$ cat src/rtl/rf_wb_arbiter.sv
`default_nettype none
// ============================================================================
// Module   : rf_wb_arbiter
// Purpose  : Register-file write-back controller: zero-fills the file after
//            reset, then round-robins the single write port between ALU and LSU.
// Revision : 1.0 - initial release
// ============================================================================
module rf_wb_arbiter #(
  parameter int DATA_W   = 32,
  parameter int ADDR_W   = 5,
  parameter int NUM_REGS = 32,
  parameter int CNT_W    = 16
) (
  input  logic              clk,
  input  logic              rst,
  input  logic              alu_valid,
  input  logic [ADDR_W-1:0] alu_rd,
  input  logic [DATA_W-1:0] alu_data,
  output logic              alu_ready,
  input  logic              lsu_valid,
  input  logic [ADDR_W-1:0] lsu_rd,
  input  logic [DATA_W-1:0] lsu_data,
  output logic              lsu_ready,
  output logic              rf_wEn,
  output logic [ADDR_W-1:0] rf_rd,
  output logic [DATA_W-1:0] rf_dataIn,
  output logic              init_done,
  output logic [CNT_W-1:0]  stall_cnt
);

  typedef enum logic [0:0] {
    ST_INIT = 1'b0,
    ST_RUN  = 1'b1
  } state_t;

  localparam logic                c_gnt_alu  = 1'b0;
  localparam logic                c_gnt_lsu  = 1'b1;
  localparam int unsigned         c_last_idx = NUM_REGS - 1;
  localparam logic [ADDR_W:0]     c_ptr_last = c_last_idx[ADDR_W:0];
  localparam logic [ADDR_W:0]     c_ptr_one  = {{ADDR_W{1'b0}}, 1'b1};
  localparam logic [CNT_W-1:0]    c_cnt_one  = {{(CNT_W-1){1'b0}}, 1'b1};
  localparam logic [ADDR_W-1:0]   c_rd_zero  = '0;

  state_t              r_state;
  logic [ADDR_W:0]     r_ptr;
  logic                r_last_grant;
  logic                r_wen;
  logic [ADDR_W-1:0]   r_rd;
  logic [DATA_W-1:0]   r_data;
  logic                r_init_done;
  logic [CNT_W-1:0]    r_stall;

  state_t              w_state_nxt;
  logic [ADDR_W:0]     w_ptr_nxt;
  logic                w_last_nxt;
  logic                w_wen_nxt;
  logic [ADDR_W-1:0]   w_rd_nxt;
  logic [DATA_W-1:0]   w_data_nxt;
  logic                w_done_nxt;
  logic [CNT_W-1:0]    w_stall_nxt;

  logic                w_run;
  logic                w_alu_gnt;
  logic                w_lsu_gnt;
  logic                w_stall_evt;

  // On a tie the requester that did not win last time is served.
  assign w_run       = (r_state == ST_RUN);
  assign w_alu_gnt   = w_run && alu_valid && (!lsu_valid || (r_last_grant == c_gnt_lsu));
  assign w_lsu_gnt   = w_run && lsu_valid && (!alu_valid || (r_last_grant == c_gnt_alu));
  assign w_stall_evt = w_run && ((alu_valid && !w_alu_gnt) || (lsu_valid && !w_lsu_gnt));

  always_comb begin
    w_state_nxt = r_state;
    w_ptr_nxt   = r_ptr;
    w_last_nxt  = r_last_grant;
    w_wen_nxt   = 1'b0;
    w_rd_nxt    = r_rd;
    w_data_nxt  = r_data;
    w_done_nxt  = r_init_done;
    w_stall_nxt = r_stall;
    case (r_state)
      ST_INIT: begin
        w_wen_nxt  = 1'b1;
        w_rd_nxt   = r_ptr[ADDR_W-1:0];
        w_data_nxt = '0;
        w_ptr_nxt  = r_ptr + c_ptr_one;
        if (r_ptr == c_ptr_last) begin
          w_state_nxt = ST_RUN;
          w_done_nxt  = 1'b1;
        end
      end
      ST_RUN: begin
        // x0 requests are consumed but never reach the register file.
        if (w_alu_gnt) begin
          w_last_nxt = c_gnt_alu;
          if (alu_rd != c_rd_zero) begin
            w_wen_nxt  = 1'b1;
            w_rd_nxt   = alu_rd;
            w_data_nxt = alu_data;
          end
        end else if (w_lsu_gnt) begin
          w_last_nxt = c_gnt_lsu;
          if (lsu_rd != c_rd_zero) begin
            w_wen_nxt  = 1'b1;
            w_rd_nxt   = lsu_rd;
            w_data_nxt = lsu_data;
          end
        end
        if (w_stall_evt && (r_stall != {CNT_W{1'b1}})) begin
          w_stall_nxt = r_stall + c_cnt_one;
        end
      end
      default: begin
        w_state_nxt = ST_INIT;
      end
    endcase
  end

  always_ff @(posedge clk) begin
    if (rst) begin
      r_state      <= ST_INIT;
      r_ptr        <= '0;
      r_last_grant <= c_gnt_lsu;
      r_wen        <= 1'b0;
      r_rd         <= '0;
      r_data       <= '0;
      r_init_done  <= 1'b0;
      r_stall      <= '0;
    end else begin
      r_state      <= w_state_nxt;
      r_ptr        <= w_ptr_nxt;
      r_last_grant <= w_last_nxt;
      r_wen        <= w_wen_nxt;
      r_rd         <= w_rd_nxt;
      r_data       <= w_data_nxt;
      r_init_done  <= w_done_nxt;
      r_stall      <= w_stall_nxt;
    end
  end

  assign alu_ready = w_alu_gnt;
  assign lsu_ready = w_lsu_gnt;
  assign rf_wEn    = r_wen;
  assign rf_rd     = r_rd;
  assign rf_dataIn = r_data;
  assign init_done = r_init_done;
  assign stall_cnt = r_stall;

endmodule
`default_nettype wire

$ cat config.mk
export PLATFORM = sky130hd
export DESIGN_NAME = rf_wb_arbiter
export DESIGN_NICKNAME = d
export VERILOG_FILES = /design/src/rtl/rf_wb_arbiter.sv
export SDC_FILE = /design/constraint.sdc
export NUM_CORES = 1
export LEC_CHECK = 0
export ABC_AREA = 1
export CAP_MARGIN = 10
export CORE_UTILIZATION = 44
export CTS_BUF_LIST = sky130_fd_sc_hd__clkbuf_16
export CTS_CLUSTER_SIZE = 40
export DETAILED_ROUTE_END_ITERATION = 8
export PLACE_DENSITY_LB_ADDON = 0.15
export SETUP_SLACK_MARGIN = 0.02
export SYNTH_ARGS = -nofsm -noshare
export SYNTH_HDL_FRONTEND = slang
export SYNTH_SLANG_ARGS = --single-unit
$ cat constraint.sdc
create_clock -name clk -period 1.72 [get_ports clk]
set_input_delay 0.344 -clock clk [delete_from_list [all_inputs] [get_ports clk]]
set_output_delay 0.344 -clock clk [all_outputs]
set_load 0.05 [all_outputs]
==> results.yml <==
grt:
  grt_remaining_overflow: 0
  first_global_vias: 3422
  grt_max_degree: 50
  grt_pass1_wl_mm: 14.5
  antenna_found_initial: 0
  groute.usage.overall: 0.233
yosys:
  synth.lib_cells_used.distinct: 26
  list_of_most_frequent_post_synthesis_cells: "nand2_1 (211), nor2_1 (108), dfxtp_1 (63)"
  ys.warnings.count: 0
  ys_seq_area_frac: 0.379
  synth.most_common_cell: "nand2_1"
  netlist_top_cells_area: "dfxtp_1 (38%), nand2_1 (24%), nor2_1 (12%)"
  postSynthNetCount: 628
  synthesis.instances: 548
  synth_top_area_share: 0.379
  synth_flop_cell: "dfxtp_1"
  yosysTopAreaCell: "dfxtp_1"
  avgSynthCellArea_um2: 6.07
  synth_edf_count: 0
  syn-cell-area_mm2: 0.00333
  async_reset_ff_frac: 0
  yosys_register_bits: 63
drt:
  drtIter0Drc: 106
  route.top_layer_used: "met4"
  met3_routed_wirelength_um: 514
  postRouteAntennaNets: 0
  routedWlPerCell_um: 11.4
  detailroute.wirelength.met2_mm: 4.51
  route.detailed.vias_per_inst: 4.77
  detailed_routing_iterations_pass_1: 4
  num_vias: 3833
  drc: 0
  route.final.wire_length_mm: 9.19
  met1_length_mm: 3.98
job:
  drv.max_cap_violation_count: 0
sta:
  rsz_0062_raised_after_global_routing: "yes"
  worstMarginPinSlew_ns: 0.269
  hold_ws_ns: 0.463
  fmax_mhz: 600
  maxSlewHeadroom: 0.821
  setup_viol_count_final: 0
  final-max-slew-violation-count: 0
  share_of_the_clock_period_used_by_the_worst_path: 0.970
  hold_violations: 0
  min_period_ns: 1.67
  clock-skew-final_ns: 0.00450
  final.setup.tns_ns: 0
floorplan:
  initial_core_util: 0.456
  placementRows: 31
  placeableCoreArea_mm2: 0.00729
  io-pin-count: 135
  fp.dieArea_mm2: 0.00792
  die_w_um: 89.0
  fp.dieH_um: 89.0
hold_path:
  worstHoldPathType: "flip-flop to flip-flop"
setup_path:
  required_ns: 1.38
  critPathArrivalTime_ns: 1.32
  path_class: "input port to output pin"
  cp-end-kind: "output pin"
  critical_path.max_fanout: 3
  start_kind: "input port"
power:
  cellInternalPower_mw: 2.61
  pwr-share-comb: 0.090
  switching_share: 0.213
  clock_power_share: 0.463
  vdd_ir_drop_max_uv: 459
  power.density_cell_area_mw_per_mm2: 642
  seqPwrFrac: 0.446
  power.net_switching_uw: 706
  p_leak_nw: 2.71
layout:
  finalNetCount: 780
  area_growth_synth_to_finish_pct: 55.3
  combined_area_of_the_multi_input_logic_cells_mm2: 0.00183
  register_area_mm2: 0.00126
  num_antenna_cells: 0
  layout.filler_cells: 625
  layout-drive-gt1-share: 0.173
place:
  dp.final_hpwl_mm: 6.53
  io_buffers: 134
  gp_routability_congestion: 0.896
clock_network:
  cts_hold_bufs: 0
  ctsHtreeMaxLevel: 3
  clk_pin_slew_worst_paths_ns: 0.05
  cts.sinks: 63
  insertion_delay_ns: 0.32
  tritoncts: "done"
  root_buffer: "clkbuf_16"
  cts_made_buffers: 9
  longest_clk_path_bufs: 2
run_status:
  result_of_the_run: "completed"
cell families (layout without fill, tap and decap cells):
logic type | Yosys count | after routing | share of synthesized area
fa+ha+maj | 2 | 2 | 0.00752
simple gates | 354 | 354 | 0.419
buf+inv | 63 | 219 | 0.0797
xor+xnor | 6 | 6 | 0.0158
compound gates | 60 | 60 | 0.0989
flops | 63 | 63 | 0.379
final cells by class:
type                       count  area share
inverter                      35      0.0254
multi-input combinational    422       0.354
sequential                    63       0.245
tap                           99      0.0240
timing repair buffer         169       0.303
clock inverter                 6     0.00557
clock buffer                   9      0.0436
sequential cells by signal, summed over array words and instances (netlist names):
signal	cells
init_done	1
r_last_grant	1
r_ptr	6
r_state	1
rf_dataIn	32
rf_rd	5
rf_wEn	1
stall_cnt	16
power groups by stage:
stage	clock network, mW	logic (mW)	registers, mW
floorplan	0	0.0569	1.53
global placement	0	0.294	1.51
detailed placement	0	0.297	1.51
CTS	1.57	0.301	1.48
global route	1.64	0.325	1.48
finish	1.54	0.299	1.48
layout by cell type, fill, tap and decap left out, types with 3 or more instances in the layout:
cell               n
a21oi_1           16
buf_12             6
buf_4             83
clkbuf_16         10
clkdlybuf4s50_1   76
clkinv_1           4
dfxtp_1           60
dfxtp_2            3
inv_1             26
inv_2              8
nand2_1          210
nand3_1           18
nand3b_1           3
nand4_1            8
nor2_1           108
nor3_1             4
o21ai_0           33
o21ai_1            5
xnor2_1            3
xor2_1             3
stage by stage:
stage               std cells  cell area [µm²]  power, mW  setup WS, ns   util
global placement          785             4860       1.80        -0.117  0.666
detailed placement        785             4860       1.81        -0.137  0.666
global route              803             5170       3.45        0.0105  0.709
CTS                       802             5130       3.35        0.0315  0.704
floorplan                 548             3350       1.58        0.0238      -
finish                    803             5170       3.32        0.0523  0.709
per-layer routing:
metal  vias up  GRT usage
met4         0     0.0967
met3        20     0.0545
li1       2006          -
met5         -          0
met2       108      0.420
met1      1699      0.265
worst max-delay path: stages:
cell,delay (ns)
clkdlybuf4s50_1,0.42
buf_4,0.16
a21oi_4,0.14
buf_6,0.13
buf_12,0.12
final timing paths:
kind / startpoint / to / slack (ns) / cells past startpoint
max: alu_valid / lsu_ready / 0.05 / 5
min: init_done / init_done / 0.46 / 1
max reg2reg: r_state / rf_rd[3] / 0.17 / 9
min reg2reg: init_done / init_done / 0.46 / 1
what timing repair did:
action                     4_1_cts  5_1_grt
pin swaps                        1        1
setup endpoints to repair        2        6
resized for setup                2        3
buffers inserted                 2        0
gates cloned                     0        1
hold endpoints to repair         0        0
Power figures use the tool's default switching activity.
